==> src/rtl/pipe_ctrl_pkg.sv <==
// Shared decode constants for the pipeline controller: opcode types, FSM
// state encoding and the register-usage helpers used by hazard detection.
package pipe_ctrl_pkg;

   localparam logic [4:0] TYPE_IMMEDIATE         = 5'b00100;
   localparam logic [4:0] TYPE_REGISTER_REGISTER = 5'b01100;
   localparam logic [4:0] TYPE_LOAD              = 5'b00000;
   localparam logic [4:0] TYPE_STORE             = 5'b01000;
   localparam logic [4:0] TYPE_BRANCH            = 5'b11000;
   localparam logic [4:0] TYPE_MAC               = 5'b11111;

   localparam logic STATE_RUN      = 1'b0;
   localparam logic STATE_MAC_BUSY = 1'b1;

   localparam int MAC_CNT_W = 4;

   function automatic logic uses_rs1(input logic [4:0] inst_type);
      return (inst_type == TYPE_IMMEDIATE) || (inst_type == TYPE_REGISTER_REGISTER) ||
             (inst_type == TYPE_LOAD)      || (inst_type == TYPE_STORE) ||
             (inst_type == TYPE_BRANCH)    || (inst_type == TYPE_MAC);
   endfunction

   function automatic logic uses_rs2(input logic [4:0] inst_type);
      return (inst_type == TYPE_REGISTER_REGISTER) || (inst_type == TYPE_STORE) ||
             (inst_type == TYPE_BRANCH)            || (inst_type == TYPE_MAC);
   endfunction

endpackage

==> src/rtl/pipe_ctrl_hazard_detect.sv <==
// Load-use hazard detection: a load in EX whose destination is read by
// the instruction currently in ID.
module hazard_detect
   import pipe_ctrl_pkg::*;
(
   input  logic       ex_valid,
   input  logic       ex_is_load,
   input  logic [4:0] ex_rd,
   input  logic       id_valid,
   input  logic [4:0] id_inst_type,
   input  logic [4:0] id_rs1,
   input  logic [4:0] id_rs2,
   output logic       load_use
);

   logic rs1_match;
   logic rs2_match;

   // x0 is hardwired to zero, so a load targeting it never creates a hazard
   always_comb begin
      rs1_match = uses_rs1(id_inst_type) && (id_rs1 == ex_rd);
      rs2_match = uses_rs2(id_inst_type) && (id_rs2 == ex_rd);
      load_use  = ex_valid && ex_is_load && (ex_rd != 5'd0) && id_valid &&
                  (rs1_match || rs2_match);
   end

endmodule

==> src/rtl/pipe_ctrl.sv <==
// Pipeline stall/flush controller: branch flush, load-use interlock and a
// multi-cycle MAC that holds ID for MAC_CYCLES cycles.
module pipe_ctrl
   import pipe_ctrl_pkg::*;
#(
   parameter int MAC_CYCLES = 4
) (
   input  logic        clk,
   input  logic        rst,
   input  logic        id_valid,
   input  logic [4:0]  id_inst_type,
   input  logic [4:0]  id_rs1,
   input  logic [4:0]  id_rs2,
   input  logic        ex_valid,
   input  logic        ex_is_load,
   input  logic [4:0]  ex_rd,
   input  logic        branch_taken,
   output logic        stall_if,
   output logic        stall_id,
   output logic        bubble_ex,
   output logic        flush_id,
   output logic        mac_start,
   output logic        mac_busy,
   output logic [15:0] stall_count
);

   // The start cycle counts as one stall and the counter's zero cycle another
   localparam logic [MAC_CNT_W-1:0] MAC_LOAD = MAC_CNT_W'(MAC_CYCLES - 2);

   logic                 state;
   logic                 state_next;
   logic [MAC_CNT_W-1:0] mac_cnt;
   logic [MAC_CNT_W-1:0] mac_cnt_next;
   logic                 load_use;

   hazard_detect u_hazard_detect (
      .ex_valid     (ex_valid),
      .ex_is_load   (ex_is_load),
      .ex_rd        (ex_rd),
      .id_valid     (id_valid),
      .id_inst_type (id_inst_type),
      .id_rs1       (id_rs1),
      .id_rs2       (id_rs2),
      .load_use     (load_use)
   );

   always_comb begin
      stall_if     = 1'b0;
      stall_id     = 1'b0;
      bubble_ex    = 1'b0;
      flush_id     = 1'b0;
      mac_start    = 1'b0;
      state_next   = state;
      mac_cnt_next = mac_cnt;
      if (!rst) begin
         case (state)
            STATE_RUN: begin
               if (branch_taken) begin
                  flush_id  = 1'b1;
                  bubble_ex = 1'b1;
               end else if (load_use) begin
                  stall_if  = 1'b1;
                  stall_id  = 1'b1;
                  bubble_ex = 1'b1;
               end else if (id_valid && (id_inst_type == TYPE_MAC)) begin
                  mac_start    = 1'b1;
                  stall_if     = 1'b1;
                  stall_id     = 1'b1;
                  mac_cnt_next = MAC_LOAD;
                  state_next   = STATE_MAC_BUSY;
               end
            end
            STATE_MAC_BUSY: begin
               stall_if  = 1'b1;
               stall_id  = 1'b1;
               bubble_ex = 1'b1;
               if (mac_cnt == '0) begin
                  state_next = STATE_RUN;
               end else begin
                  mac_cnt_next = mac_cnt - 1'b1;
               end
            end
            default: state_next = STATE_RUN;
         endcase
      end
   end

   assign mac_busy = !rst && (state == STATE_MAC_BUSY);

   always_ff @(posedge clk) begin
      if (rst) begin
         state       <= STATE_RUN;
         mac_cnt     <= '0;
         stall_count <= '0;
      end else begin
         state   <= state_next;
         mac_cnt <= mac_cnt_next;
         if (stall_id && (stall_count != 16'hFFFF)) begin
            stall_count <= stall_count + 16'd1;
         end
      end
   end

endmodule

==> config.mk <==
export PLATFORM = sky130hd
export DESIGN_NAME = pipe_ctrl
export DESIGN_NICKNAME = d
export VERILOG_FILES = /design/src/rtl/pipe_ctrl_pkg.sv /design/src/rtl/pipe_ctrl_hazard_detect.sv /design/src/rtl/pipe_ctrl.sv
export SDC_FILE = /design/constraint.sdc
export NUM_CORES = 1
export LEC_CHECK = 0
export CORE_UTILIZATION = 45
export DETAILED_ROUTE_END_ITERATION = 10
export MAX_ROUTING_LAYER = met4
export PLACE_DENSITY = 0.8
export SKIP_LAST_GASP = 1
export SLEW_MARGIN = 20
export SYNTH_ARGS = -nofsm -noshare
export SYNTH_HDL_FRONTEND = slang
export SYNTH_SLANG_ARGS = --single-unit
==> constraint.sdc <==
create_clock -name clk -period 3.8 [get_ports clk]
set_input_delay 1.14 -clock clk [delete_from_list [all_inputs] [get_ports clk]]
set_output_delay 1.14 -clock clk [all_outputs]
set_load 0.05 [all_outputs]
==> results of run 1 <==
## placed cells by master (no fill, tap or decap), types with 3 or more instances in the layout
cell type	n
sky130_fd_sc_hd__nor2_2	3
sky130_fd_sc_hd__clkbuf_2	4
sky130_fd_sc_hd__clkdlybuf4s15_1	3
sky130_fd_sc_hd__clkdlybuf4s50_1	22
sky130_fd_sc_hd__or3_1	4
sky130_fd_sc_hd__o311ai_0	4
sky130_fd_sc_hd__o211ai_1	6
sky130_fd_sc_hd__a21oi_2	3
sky130_fd_sc_hd__buf_12	4
sky130_fd_sc_hd__nand2_1	11
sky130_fd_sc_hd__o41ai_1	4
sky130_fd_sc_hd__nor2_1	9
sky130_fd_sc_hd__nand4_1	3
sky130_fd_sc_hd__nor4_1	4
sky130_fd_sc_hd__a211oi_1	3
sky130_fd_sc_hd__buf_4	19
sky130_fd_sc_hd__clkbuf_4	3
sky130_fd_sc_hd__ha_1	3
sky130_fd_sc_hd__xor2_1	8
sky130_fd_sc_hd__a21oi_1	8
sky130_fd_sc_hd__dfxtp_1	21
sky130_fd_sc_hd__o31ai_1	4
sky130_fd_sc_hd__dlygate4sd2_1	8
sky130_fd_sc_hd__dlymetal6s2s_1	4
sky130_fd_sc_hd__inv_1	9
sky130_fd_sc_hd__o21ai_0	7
sky130_fd_sc_hd__nand3_1	8
sky130_fd_sc_hd__or4_1	5
## state kept, by name, summed over array words and instances, names as in the netlist
register	count
stall_count	16
mac_cnt	4
state	1
## power by group
group	switching (W)	leakage, nW	internal [W]
clock	0.0000702	0.0177	0.0000392
sequential	0.000000374	0.169	0.000220
combinational	0.0000413	0.636	0.0000417
total	0.000112	0.823	0.000301
## layout make-up
cell class	instances	area [um2]	area share, %
multi-input combinational	131	929.6	44.25
timing repair buffer	66	643.1	30.61
sequential	21	420.4	20.01
inverter	10	41.29	1.965
tap	31	38.79	1.846
clock buffer	3	22.52	1.072
clock inverter	1	5.005	0.2382
## how the worst max path moves through the flow
| stage | to | cells after the start | from | slack (ns) |
|---|---|---|---|---|
| after floorplan | stall_if | 7 | id_inst_type[3] | 0.002 |
| after global placement | bubble_ex | 9 | id_inst_type[3] | -0.17 |
| after detailed placement | bubble_ex | 8 | ex_rd[4] | -0.21 |
| after CTS | bubble_ex | 8 | ex_rd[1] | -0.007 |
| after global routing | bubble_ex | 8 | ex_rd[1] | 0.0007 |
| final | mac_start | 7 | id_inst_type[3] | 0.06 |
## critical path, delay by kind of cell
kind | cells | cell delay, ns
buffers and inverters | 2 | 0.46
AO/OA/AOI/OAI | 2 | 0.42
AND/OR/NAND/NOR | 3 | 0.57
## kinds of logic after synthesis
kind of cell / count (synthesis) / share of synthesized area, %
AO/OA/AOI/OAI: 50 / 25.73
XOR/XNOR: 11 / 7.052
adder cells (fa/ha/maj): 3 / 2.748
buffers and inverters: 19 / 6.136
flip-flops: 21 / 30.77
multiplexers: 1 / 0.7326
AND/OR/NAND/NOR: 66 / 26.83
## cells in the mapped netlist, types with 2 or more instances
cell | number | share of area, %
sky130_fd_sc_hd__ha_1 | 3 | 2.7
sky130_fd_sc_hd__o31a_1 | 2 | 1.3
sky130_fd_sc_hd__or4_1 | 5 | 2.7
sky130_fd_sc_hd__nand2_1 | 11 | 3.0
sky130_fd_sc_hd__and4_1 | 2 | 1.3
sky130_fd_sc_hd__o41ai_1 | 4 | 2.6
sky130_fd_sc_hd__dfxtp_1 | 21 | 31
sky130_fd_sc_hd__and3_1 | 2 | 0.92
sky130_fd_sc_hd__nor4_1 | 4 | 1.8
sky130_fd_sc_hd__and2_1 | 4 | 1.8
sky130_fd_sc_hd__nor3_1 | 4 | 1.5
sky130_fd_sc_hd__xor2_1 | 9 | 5.8
sky130_fd_sc_hd__o311ai_0 | 4 | 2.6
sky130_fd_sc_hd__o31ai_1 | 4 | 2.2
sky130_fd_sc_hd__o211ai_1 | 6 | 3.3
sky130_fd_sc_hd__or3_1 | 4 | 1.8
sky130_fd_sc_hd__a211oi_1 | 4 | 2.2
sky130_fd_sc_hd__clkbuf_1 | 6 | 1.6
sky130_fd_sc_hd__nand3_1 | 8 | 2.9
sky130_fd_sc_hd__nand2b_1 | 2 | 0.92
sky130_fd_sc_hd__xnor2_1 | 2 | 1.3
sky130_fd_sc_hd__o21ai_0 | 8 | 2.9
sky130_fd_sc_hd__nor2_1 | 12 | 3.3
sky130_fd_sc_hd__a21oi_1 | 11 | 4.0
sky130_fd_sc_hd__inv_1 | 10 | 2.7
sky130_fd_sc_hd__nand4_1 | 3 | 1.4
## routing by layer
layer | vias to the layer above | global-route usage, % | routed length (um)
met5 | - | - | 0
met4 | 0 | 6.272 | 108
met3 | 10 | 3.401 | 229
met2 | 51 | 42.69 | 1979
met1 | 735 | 31.79 | 1699
li1 | 769 | - | -
## repair_timing
item	in CTS	in global routing
setup buffers	4	2
endpoints found under the setup margin	4	4
gates resized for setup	31	19
pin swaps	10	11
## stage by stage
step	std cells	setup TNS (ns)	hold WS, ns
finish	263	0	0.4995
global route	263	0	0.5326
CTS	261	-0.007109	0.5029
detailed placement	253	-0.6083	0.4850
global placement	253	-0.5544	0.4646
floorplan	171	0	0.4733
==> results.txt, run 1 <==
Once detail routing completed, the nets flagged for antenna violations numbered 0. The sequential-to-total area share from yosys stat is 30.77%. Yosys mapped the design onto 42 distinct sky130hd cell types. Setup repair after global routing could not meet its margin everywhere. For hold timing, the worst endpoint is stall_count[6]. The synthesized netlist cell count is 171.

The area of the core is around 2800 um2. The tree is rooted in a sky130_fd_sc_hd__clkbuf_4. The final weighted congestion in routability-driven placement is 0.8006. The worst hold path begins at stall_count[6]. For this design, the sink count on the clock tree is 21. The floorplan step defined a die boundary enclosing 3260 um2. The slowest stage of the critical path is the sky130_fd_sc_hd__dlygate4sd2_1 cell. The kind of start point of the critical path is an input pin. For this block, the via count after detailed routing is 1565. The synthesized net count is 200. The final-report setup violation count is 0. The final design instance area without fill came out at around 2100 um2. between 40 and 50 I/O pins were placed. The worst-case clock buffer depth is 2. The final-report max-slew violation count came out at 0.

The leftover overflow at the end of global routing is 0. In the synthesized netlist the dominant register cell turns out to be sky130_fd_sc_hd__dfxtp_1. The clock-pin slew of the registers on the worst-case setup and hold paths came out at 0.12 ns.

The number of warnings issued by yosys came out at 0. The depth of the worst register-to-register path is 8. The reg2reg setup slack is 1.49 ns. The average routed wire per standard cell is 15.27 um.

The number of violations reported at the end of detailed-routing iteration 0 is 58. The maximum clock frequency came out at 0.2674 GHz. The count of hold buffers inserted by post-cts repair came out at 0. From bottom edge to top edge, the die measures 57.10 um. The post-synthesis instance area is 1366 um2. Entering global routing, the biggest net connects 20 pins.

The highest cell delay on the worst timing path is about 0.3 ns. The time the worst path needs with I/O delays and setup is 3.740 ns. The required arrival time at the worst endpoint came out at 2.66 ns.

The number of filler instances in the final layout came out at between 200 and 250. VDD sags by at most 0.0001537 V. The placed instances occupy a cell area of between 1500 and 2000 um2. The checks that failed: design-rule violations. Counting the buffers created by CTS gives 3. The final-report hold violation count came out at 0. For this run, the post-layout net count is 262. The first-pass detailed-route iteration total is 7. The worst-skew pair later-pin latency came out at about 0.3 ns. The fraction of registers with async set/reset came out at 0%. The first global-routing pass estimated 6.465 mm of wire.

The worst register-to-register path ends at mac_cnt[3]. The detail-routed via count per cell is 5.951. The row count is 19.

The width of the die came out at 57.10 um. The relative area change from synthesis to final layout came out at 53.75%. The count of buffers inserted at the top-level ports is 47. The number of levels the H-tree was split into came out at 1. The setup slack after placement is -0.2136 ns. The final clock period utilization by the worst path came out at 98.43%. The post-layout utilization of the core came out at 74.89%.

The post-detailed-routing wire length is 4.017 mm. The share of cells above drive strength 1 came out at 22.84%. The path category of the worst min-delay check is reg2reg. In the post-route analysis, the smallest setup slack over all paths is 0.05963 ns.

The signal on the critical path passes through dlygate4sd2_1 -> and2_4 -> and3_4 -> o21ai_1 -> o21ai_0 -> nor2_1 -> buf_12. The total power per unit cell area came out at 196.7 nW/um2. The flow ran to the end, but the final reports show violations. The number of synthesized flops with an enable pin is 0.

For this design the static power due to leakage is 0.8229 nW. The mean area per synthesized cell is 7.990 um2. The hold-critical path depth is 1. Max-cap violations in this run came to 0. Across the routed clock network, the largest skew measured is 0.005204 ns. The slew at the pin closest to its max-slew limit came out at 0.7086 ns. The max-slew headroom at the worst pin is 52.36%.

In this run the worst path has a maximum fanout of 3. After layout, the design draws a total of between 0.0004 and 0.0005 W. The all-layer global routing usage came out at between 20 and 30%. The CTS tree is built. The initial antenna violation count is 0. The category of the worst setup path capture point is an output pin. The count of inserted antenna diode cells came out at 0.

The worst endpoint data arrival time came out at 2.60 ns. The startpoint-to-endpoint class of the critical path is in2out. The flip-flop and latch count after synthesis is 21.

The effective utilization at floorplan came out at 48.71%. The remaining routing DRC violations is 8. The number of global-route vias before repair is 1429. The worst flop-to-flop path startpoint is mac_cnt[0]. The HPWL reported at the end of detailed placement is 2.914 mm.
Power figures use the tool's default switching activity.
==> run 2, diff against run 1 <==
--- a/config.mk
+++ b/config.mk
@@ -7,7 +7,6 @@
 export LEC_CHECK = 0
 export CORE_UTILIZATION = 45
 export DETAILED_ROUTE_END_ITERATION = 10
-export MAX_ROUTING_LAYER = met4
 export PLACE_DENSITY = 0.8
 export SKIP_LAST_GASP = 1
 export SLEW_MARGIN = 20
==> constraint.sdc (replaced) <==
create_clock -name clk -period 3.7 [get_ports clk]
set_input_delay 1.11 -clock clk [delete_from_list [all_inputs] [get_ports clk]]
set_output_delay 1.11 -clock clk [all_outputs]
set_load 0.05 [all_outputs]
==> run 2 against run 1 <==
The run ends with design-rule violations, negative setup slack left. Die area unchanged. Non-clock buffer count rose by 11. Core utilization rose by 5.3 points. Total power grew 5.6%. Critical path type unchanged.
==> results.txt, run 2 (same netlist as run 1, synthesis figures left out) <==
The highest net fanout along the worst path came out at 3 (unchanged). The count of max-cap constraint violations came out at 0 (unchanged). The all-layer global routing usage came out at 26.90% (+1.7 points). The CTS tree is built.

The number of flip-flops under the largest register name is 16 (unchanged). The remaining routing DRC violations is 4 (-4). The number of global-route vias before repair came out at 1564 (+9.4%). The highest cell delay on the worst timing path came to 0.30 ns (about the same). Leaving out fill and tap cells, the most frequent cells in the layout are sky130_fd_sc_hd__buf_4, sky130_fd_sc_hd__dfxtp_1, sky130_fd_sc_hd__clkdlybuf4s50_1. The final-report max-slew violation count is 0 (unchanged).

The most numerous cell type found on the critical path is sky130_fd_sc_hd__buf_12. The worst endpoint data arrival time came out at 2.61 ns (about the same). After global routing, the most crowded layer is met2. The worst register-to-register path begins at mac_cnt[0]. The worst setup path is launched from an input pin.

The number of top-level pins came out at 48 (unchanged). The leakage power summed over all cells came out at 0.9108 nW (+11%). The share of power burned in registers is 52.0% (-1.4 points). The internal power was 0.0003138 W (+4.1%). The die outline area is 3260 um2 (unchanged). In this design, the largest share of critical-path delay is due to compound AO/OA/AOI/OAI gates.

The detail-routed via count per cell is 6.197 (+4.1%). The maximum number of pins on one net before global-route repair was 20 (unchanged). The switching power share of the total is 28.12% (+1.0 points).

The post-layout utilization of the core is 80.20% (+5.3 points). The hold-critical path depth is 2 (+1). The met2 track demand over resource in global routing came to 46.22% (+3.5 points). The clock-pin slew of the registers on the worst-case setup and hold paths is 0.12 ns (about the same).

The clock skew after layout came out at 0.008014 ns (+0.002811 ns). The leftover overflow at the end of global routing came out at 0 (unchanged). The sink count of the clock tree is 21 (unchanged). The post-detailed-routing wire length is 4.951 mm (+23%). The critical path goes through buf_12 -> xor2_4 -> nor4_4 -> a32oi_2 -> buf_4 -> o21ai_0 -> nor2_1 -> buf_12. The tightest min-delay check is of the reg2reg type.

The final-report setup violation count came out at 3 (+3). The chip height came to 57.10 um (unchanged). The met3 capacity usage during global routing is 4.762% (+1.4 points). From synthesis to final layout, the design area changed by 64.65%. The first-pass detailed-route iteration total came out at 7 (unchanged). The area of the core is 2805 um2 (unchanged). The HPWL reported at the end of detailed placement came to 2.842 mm (-2.5%). The width of the die came out at 57.10 um (unchanged). Ranked by flip-flop count, first place goes to stall_count. The row count is 19 (unchanged). The final-report hold violation count was 0 (unchanged). The worst ir drop on vdd is 0.0001721 V (+12%). The effective utilization at floorplan came to 48.71% (unchanged). The net switching component of the power came to 0.0001228 W (+9.7%). The time the worst path needs with I/O delays and setup came out at 3.723 ns.

Setup repair after global routing could not meet its margin everywhere. The initial antenna violation count is 0 (unchanged). The sum of negative setup slack came out at -0.05295 ns (-0.05295 ns).

The smallest setup slack after layout is -0.02350 ns (-0.08313 ns). Of the available clock period, the critical path in the final layout requires 100.6%. The relative contribution of combinational cells to total power is 21.9% (+1.8 points).

The startpoint-to-endpoint class of the critical path is in2out. The number of levels the H-tree was split into is 1 (unchanged). The maximum clock frequency came out at ~0.27 GHz. The largest registers in the layout are stall_count x16, mac_cnt x4, state x1. The total power per unit cell area is 194.0 nW/um2 (-1.4%). The cell with the biggest individual delay on the critical path is sky130_fd_sc_hd__nor4_4. The run finished, with violations left. The final weighted congestion in routability-driven placement is 0.8139 (+1.7%).

The worst setup path is captured at an output pin. The final reports fail on design-rule violations, negative setup slack. The worst-skew pair later-pin latency is 0.31 ns (about the same). The max-slew headroom at the worst pin was 46.99% (-5.4 points).

The average routed wire per standard cell is 18.07 um (+18%). The share of cells above drive strength 1 was 30.04% (+7.2 points). The total vias in the final route was 1698 (+8.5%). The met1 layer usage reported by global route came out at 31.36% (-0.42 points). The worst-case clock buffer depth came out at 2 (unchanged). In this run the critical register-to-register path is captured at mac_cnt[3]. The number of buffers and inverters on the critical path came out at 3 (+1). The number of buffers added by the clock tree synthesis step came out at 3 (unchanged). The remaining antenna violation count after routing is 0 (unchanged). The slew at the pin closest to its max-slew limit came out at 0.7884 ns (+0.07985 ns).

The clock network fraction of total power is 26.1% (-0.4 points). The count of buffers inserted at the top-level ports is 47 (unchanged). For hold timing, the worst endpoint is stall_count[6]. The final net count came out at 273 (+4.2%). CTS placed an instance of sky130_fd_sc_hd__clkbuf_4 at the clock tree root. The required arrival time at the worst endpoint was 2.59 ns (-0.07 ns). The count of inserted antenna diode cells is 0 (unchanged). The reg2reg setup slack is 1.19 ns (-0.30 ns). Leaving out fill and tap cells, the most frequent cell in the layout is sky130_fd_sc_hd__buf_4. The number of violations reported at the end of detailed-routing iteration 0 came out at 126 (+120%). The worst hold path begins at stall_count[6]. The count of hold buffers inserted by post-cts repair came to 0 (unchanged).

The first-pass GRT wire length came out at 6.865 mm (+6.2%). The depth of the worst register-to-register path came out at 8 (unchanged).
## run 2: cell count changes in the layout (fill, tap and decap cells not counted), sizes merged
| cell | delta |
|---|---|
| buf | +12 |
| clkbuf | +4 |
| clkdlybuf4s15 | -2 |
| clkdlybuf4s50 | -2 |
| dlygate4sd2 | -2 |
| dlymetal6s2s | +1 |
## run 2: per-stage QoR
| stage | instances | worst slack (ns) | hold slack, ns | instance area, um2 | power (W) |
|---|---|---|---|---|---|
| 5_1_grt | 274 | -0.09250 | 0.5366 | 2250 | 0.0004526 |
| 6_report | 274 | -0.02350 | 0.5116 | 2250 | 0.0004365 |
| 2_1_floorplan | 171 | 0.02079 | 0.4733 | 1385 | 0.0002645 |
| 4_1_cts | 268 | -0.01811 | 0.5028 | 2121 | 0.0004218 |
| 3_3_place_gp | 251 | -0.2577 | 0.4723 | 1954 | 0.0003098 |
| 3_5_place_dp | 251 | -0.2827 | 0.4789 | 1954 | 0.0003111 |
## run 2: power by group through the flow
stage	clock network, W	logic, W	registers [W]
2_1_floorplan	0	0.0000325	0.000232
3_3_place_gp	0	0.0000780	0.000232
3_5_place_dp	0	0.0000793	0.000232
4_1_cts	0.000116	0.0000793	0.000227
5_1_grt	0.000125	0.000101	0.000227
6_report	0.000114	0.0000957	0.000227
## run 2: tightest hold or removal path, stage by stage (launching register included)
cell and delay (ns):
sky130_fd_sc_hd__dfxtp_1 0.36, sky130_fd_sc_hd__nand2_1 0.07, sky130_fd_sc_hd__mux2i_1 0.05
## run 2: repair_timing
action	in CTS	in global routing
setup buffers	13	6
gates resized for setup	37	39
pin swaps	14	12
setup endpoints to repair	4	5
## run 2: worst max path at each step
| stage | endpoint | slack (ns) | startpoint | cells after the start |
|---|---|---|---|---|
| after floorplan | stall_if | 0.02 | id_inst_type[3] | 7 |
| after global placement | stall_if | -0.26 | id_inst_type[3] | 7 |
| after detailed placement | stall_if | -0.28 | id_inst_type[3] | 7 |
| after CTS | state | -0.02 | id_inst_type[1] | 20 |
| after global routing | state | -0.09 | ex_rd[2] | 21 |
| final | mac_start | -0.02 | ex_rd[1] | 8 |
## run 2: area by class of cell
type	count	area (um2)
clock inverter	1	5.005
tap	31	38.79
sequential	21	420.4
multi-input combinational	131	1001
clock buffer	3	22.52
fill	192	555.5
inverter	10	41.29
timing repair buffer	77	720.7
## run 2: metal layers
| layer | vias to the layer above | wire (um) |
|---|---|---|
| met4 | 0 | 194 |
| met3 | 22 | 288 |
| li1 | 793 | - |
| met2 | 80 | 2474 |
| met5 | - | 0 |
| met1 | 803 | 1993 |
==> run 3, diff against run 2 <==
--- a/config.mk
+++ b/config.mk
@@ -5,7 +5,9 @@
 export SDC_FILE = /design/constraint.sdc
 export NUM_CORES = 1
 export LEC_CHECK = 0
+export CORE_ASPECT_RATIO = 2
 export CORE_UTILIZATION = 45
+export CTS_BUF_LIST = sky130_fd_sc_hd__clkbuf_16
 export DETAILED_ROUTE_END_ITERATION = 10
 export PLACE_DENSITY = 0.8
 export SKIP_LAST_GASP = 1
@@ -13,3 +15,4 @@
 export SYNTH_ARGS = -nofsm -noshare
 export SYNTH_HDL_FRONTEND = slang
 export SYNTH_SLANG_ARGS = --single-unit
+export TNS_END_PERCENT = 30
==> run 3 against run 2 <==
The run ends with negative setup slack left. Core utilization increased by 1.0 points. Sequential cell count unchanged. Wire length increased by 18%. Die area increased by 0.42%. Cell count increased by 1.5%. Critical path type unchanged. Critical endpoint is now bubble_ex. Largest power group is now clock. Highest routed layer unchanged.
==> results.txt, run 3 (same netlist as run 1, synthesis figures left out) <==
The total power per unit cell area came out at 239.6 nW/um2 (+24%). The number of placed cells counting well taps came to 255 (+1.6%). The worst endpoint data arrival time came to 2.76 ns (+0.15 ns).

The post-detailed-routing wire length came out at 5.835 mm (+18%). The initial antenna violation count is 0 (unchanged). The final-report hold violation count is 0 (unchanged). The reg2reg setup slack came out at 1.45 ns (+0.26 ns). TritonCTS built the clock tree. The highest net fanout along the worst path came out at 3 (unchanged).

The total chip power came out at 0.0005661 W (+30%). The max-slew headroom at the worst pin came out at 55.27% (+8.3 points). The worst setup path is captured at an output pin. The smallest hold slack is 0.4896 ns (-0.02205 ns). The remaining antenna violation count after routing came out at 0 (unchanged). The final weighted congestion in routability-driven placement came out at 0.7929 (-2.6%). The count of inserted antenna diode cells came out at 0 (unchanged).

The tightest min-delay check is of the reg2reg type. The number of filler instances in the final layout is 164 (-15%). The slew at the pin closest to its max-slew limit came out at 0.6652 ns (-0.1232 ns). The all-layer global routing usage is 33.30% (+6.4 points). The sink count of the clock tree is 21 (unchanged). The die outline area is 3274 um2 (+0.42%).

The smallest setup slack after layout was -0.1737 ns (-0.1502 ns). The first-pass detailed-route iteration total came to 4 (-3). STA classifies the critical path startpoint as an input pin.

The number of non-filler instances in the completed layout is 278 (+1.5%). The effective utilization at floorplan is 46.99% (-1.7 points). The buffer cell driving the clock tree root is sky130_fd_sc_hd__clkbuf_16. The final reports fail on negative setup slack. The hold path startpoint is stall_count[6]. The row count was 28 (+9). The final-report setup violation count came out at 3 (unchanged). The HPWL reported at the end of detailed placement came out at 3.314 mm (+17%).

The leftover overflow at the end of global routing is 0 (unchanged). The number of violations reported at the end of detailed-routing iteration 0 came to 125 (-0.79%). The count of buffers inserted at the top-level ports came to 47 (unchanged). The count of max-cap constraint violations is 0 (unchanged). The area of the core is 2908 um2 (+3.7%).

The maximum clock frequency came out at 0.2582 GHz (-3.9%). The path with the worst hold slack has its endpoint at stall_count[6]. The number of top-level pins is 48 (unchanged). The final net count came to 278 (+1.8%). The first-pass GRT wire length was 7.445 mm (+8.4%).

The clock-pin slew of the registers on the worst-case setup and hold paths is 0.06 ns (-0.06 ns). The worst-skew pair later-pin latency is 0.26 ns (-0.05 ns). The number of global-route vias before repair came to 1736 (+11%). The worst ir drop on vdd is 0.0002883 V (+68%).

The setup path with the least slack is of type in2out. The hold-critical path depth came out at 2 (unchanged). In the layout the commonest cells are sky130_fd_sc_hd__buf_4, sky130_fd_sc_hd__dfxtp_1, sky130_fd_sc_hd__clkdlybuf4s50_1. The number of levels the H-tree was split into was 1 (unchanged). In the final layout, the registers with the most flip-flops are stall_count x16, mac_cnt x4, state x1. The startpoint identified for the worst register-to-register timing path is mac_cnt[0]. The clock skew after layout came out at 0.005486 ns (-0.002528 ns). The top register by number of flip-flops is stall_count.

The width of the die is 40.97 um (-28%). The final clock period utilization by the worst path is 104.7% (+4.1 points). The remaining routing DRC violations came to 0 (-4). The leakage power summed over all cells is 0.9952 nW (+9.3%). In this run the critical register-to-register path is captured at mac_cnt[3].

The number of buffers added by the clock tree synthesis step came out at 3 (unchanged). Leaving out fill and tap cells, the most frequent cell in the layout is sky130_fd_sc_hd__buf_4. The critical path starts at ex_rd[3]. The flow ran to the end, but the final reports show violations. The share of cells above drive strength 1 was 32.66% (+2.6 points). The total vias in the final route came out at 1785 (+5.1%). The number of flip-flops under the largest register name came out at 16 (unchanged).

The time the worst path needs with I/O delays and setup came out at 3.874 ns (+0.1502 ns). The sum of negative setup slack is -0.4012 ns (-0.3482 ns). The maximum number of pins on one net before global-route repair came to 20 (unchanged). The chip height was 79.93 um (+40%).

The required arrival time at the worst endpoint was 2.59 ns (about the same). The detail-routed via count per cell came out at 6.421 (+3.6%). The setup slack after placement is -0.3042 ns (-0.02151 ns). The worst-case clock buffer depth came to 2 (unchanged). Compared with the post-synthesis result, the final layout area differs by 72.89%. The average routed wire per standard cell came out at 20.99 um (+16%). The final-report max-slew violation count came to 0 (unchanged). Setup repair after global routing could not meet its margin everywhere. The depth of the worst register-to-register path is 8 (unchanged).
## run 3: cell types whose count changed in the layout (fill, tap and decap cells not counted), moves of 3 or more
cell                             previous run  this run
sky130_fd_sc_hd__clkbuf_16                  0         3
sky130_fd_sc_hd__dlygate4sd2_1              6         3
sky130_fd_sc_hd__clkbuf_4                   3         0
sky130_fd_sc_hd__xor2_1                     7         2
sky130_fd_sc_hd__buf_4                     30        35
sky130_fd_sc_hd__dlymetal6s2s_1             5        10
sky130_fd_sc_hd__xor2_2                     1         7
## run 3: layer usage
metal  vias up  wire [um]  GRT usage, %
li1        795          -             -
met1       839       1840         27.37
met2       113       3076         63.28
met3        38        493         3.621
met4         0        425         21.00
met5         -          0             0
## run 3: layout make-up
class                           instances  area (um2)  share of cell area, %
Clock buffer                            3       75.07                  3.178
Clock inverter                          1       5.005                 0.2119
Inverter                               10       37.54                  1.589
Multi-Input combinational cell        131        1022                  43.27
Sequential cell                        21       420.4                  17.80
Tap cell                               30       37.54                  1.589
Timing Repair Buffer                   82       764.5                  32.36
## run 3: power breakdown
group | switching [W] | internal, W
sequential | 0.000000392 | 0.000226
clock | 0.0000846 | 0.000145
combinational | 0.0000587 | 0.0000508
total | 0.000144 | 0.000422
## run 3: critical path, cell delays in order
cell                       delay [ns]
sky130_fd_sc_hd__clkbuf_2        0.15
sky130_fd_sc_hd__xor2_2          0.21
sky130_fd_sc_hd__nor4_4          0.33
sky130_fd_sc_hd__a32oi_2         0.23
sky130_fd_sc_hd__nor2_2          0.22
sky130_fd_sc_hd__nor2_1          0.10
sky130_fd_sc_hd__a21oi_2         0.23
sky130_fd_sc_hd__buf_12          0.17
## run 3: how the worst max path moves through the flow
stage	end	slack [ns]
floorplan	stall_if	-0.07
global placement	bubble_ex	-0.25
detailed placement	bubble_ex	-0.30
CTS	state	-0.02
global route	state	-0.23
finish	bubble_ex	-0.17
## run 3: through the flow
stage	cell area, um2	utilization, %
6_report	2362	81.24
5_1_grt	2362	81.24
3_3_place_gp	1987	68.33
4_1_cts	2258	77.67
2_1_floorplan	1370	-
3_5_place_dp	1987	68.33
## run 3: repair_timing
action	4_1_cts	5_1_grt
buffers inserted	16	3
pin swaps	13	16
gates cloned	0	0
gates resized for setup	32	40
hold buffers	0	0
endpoints found under the setup margin	4	5
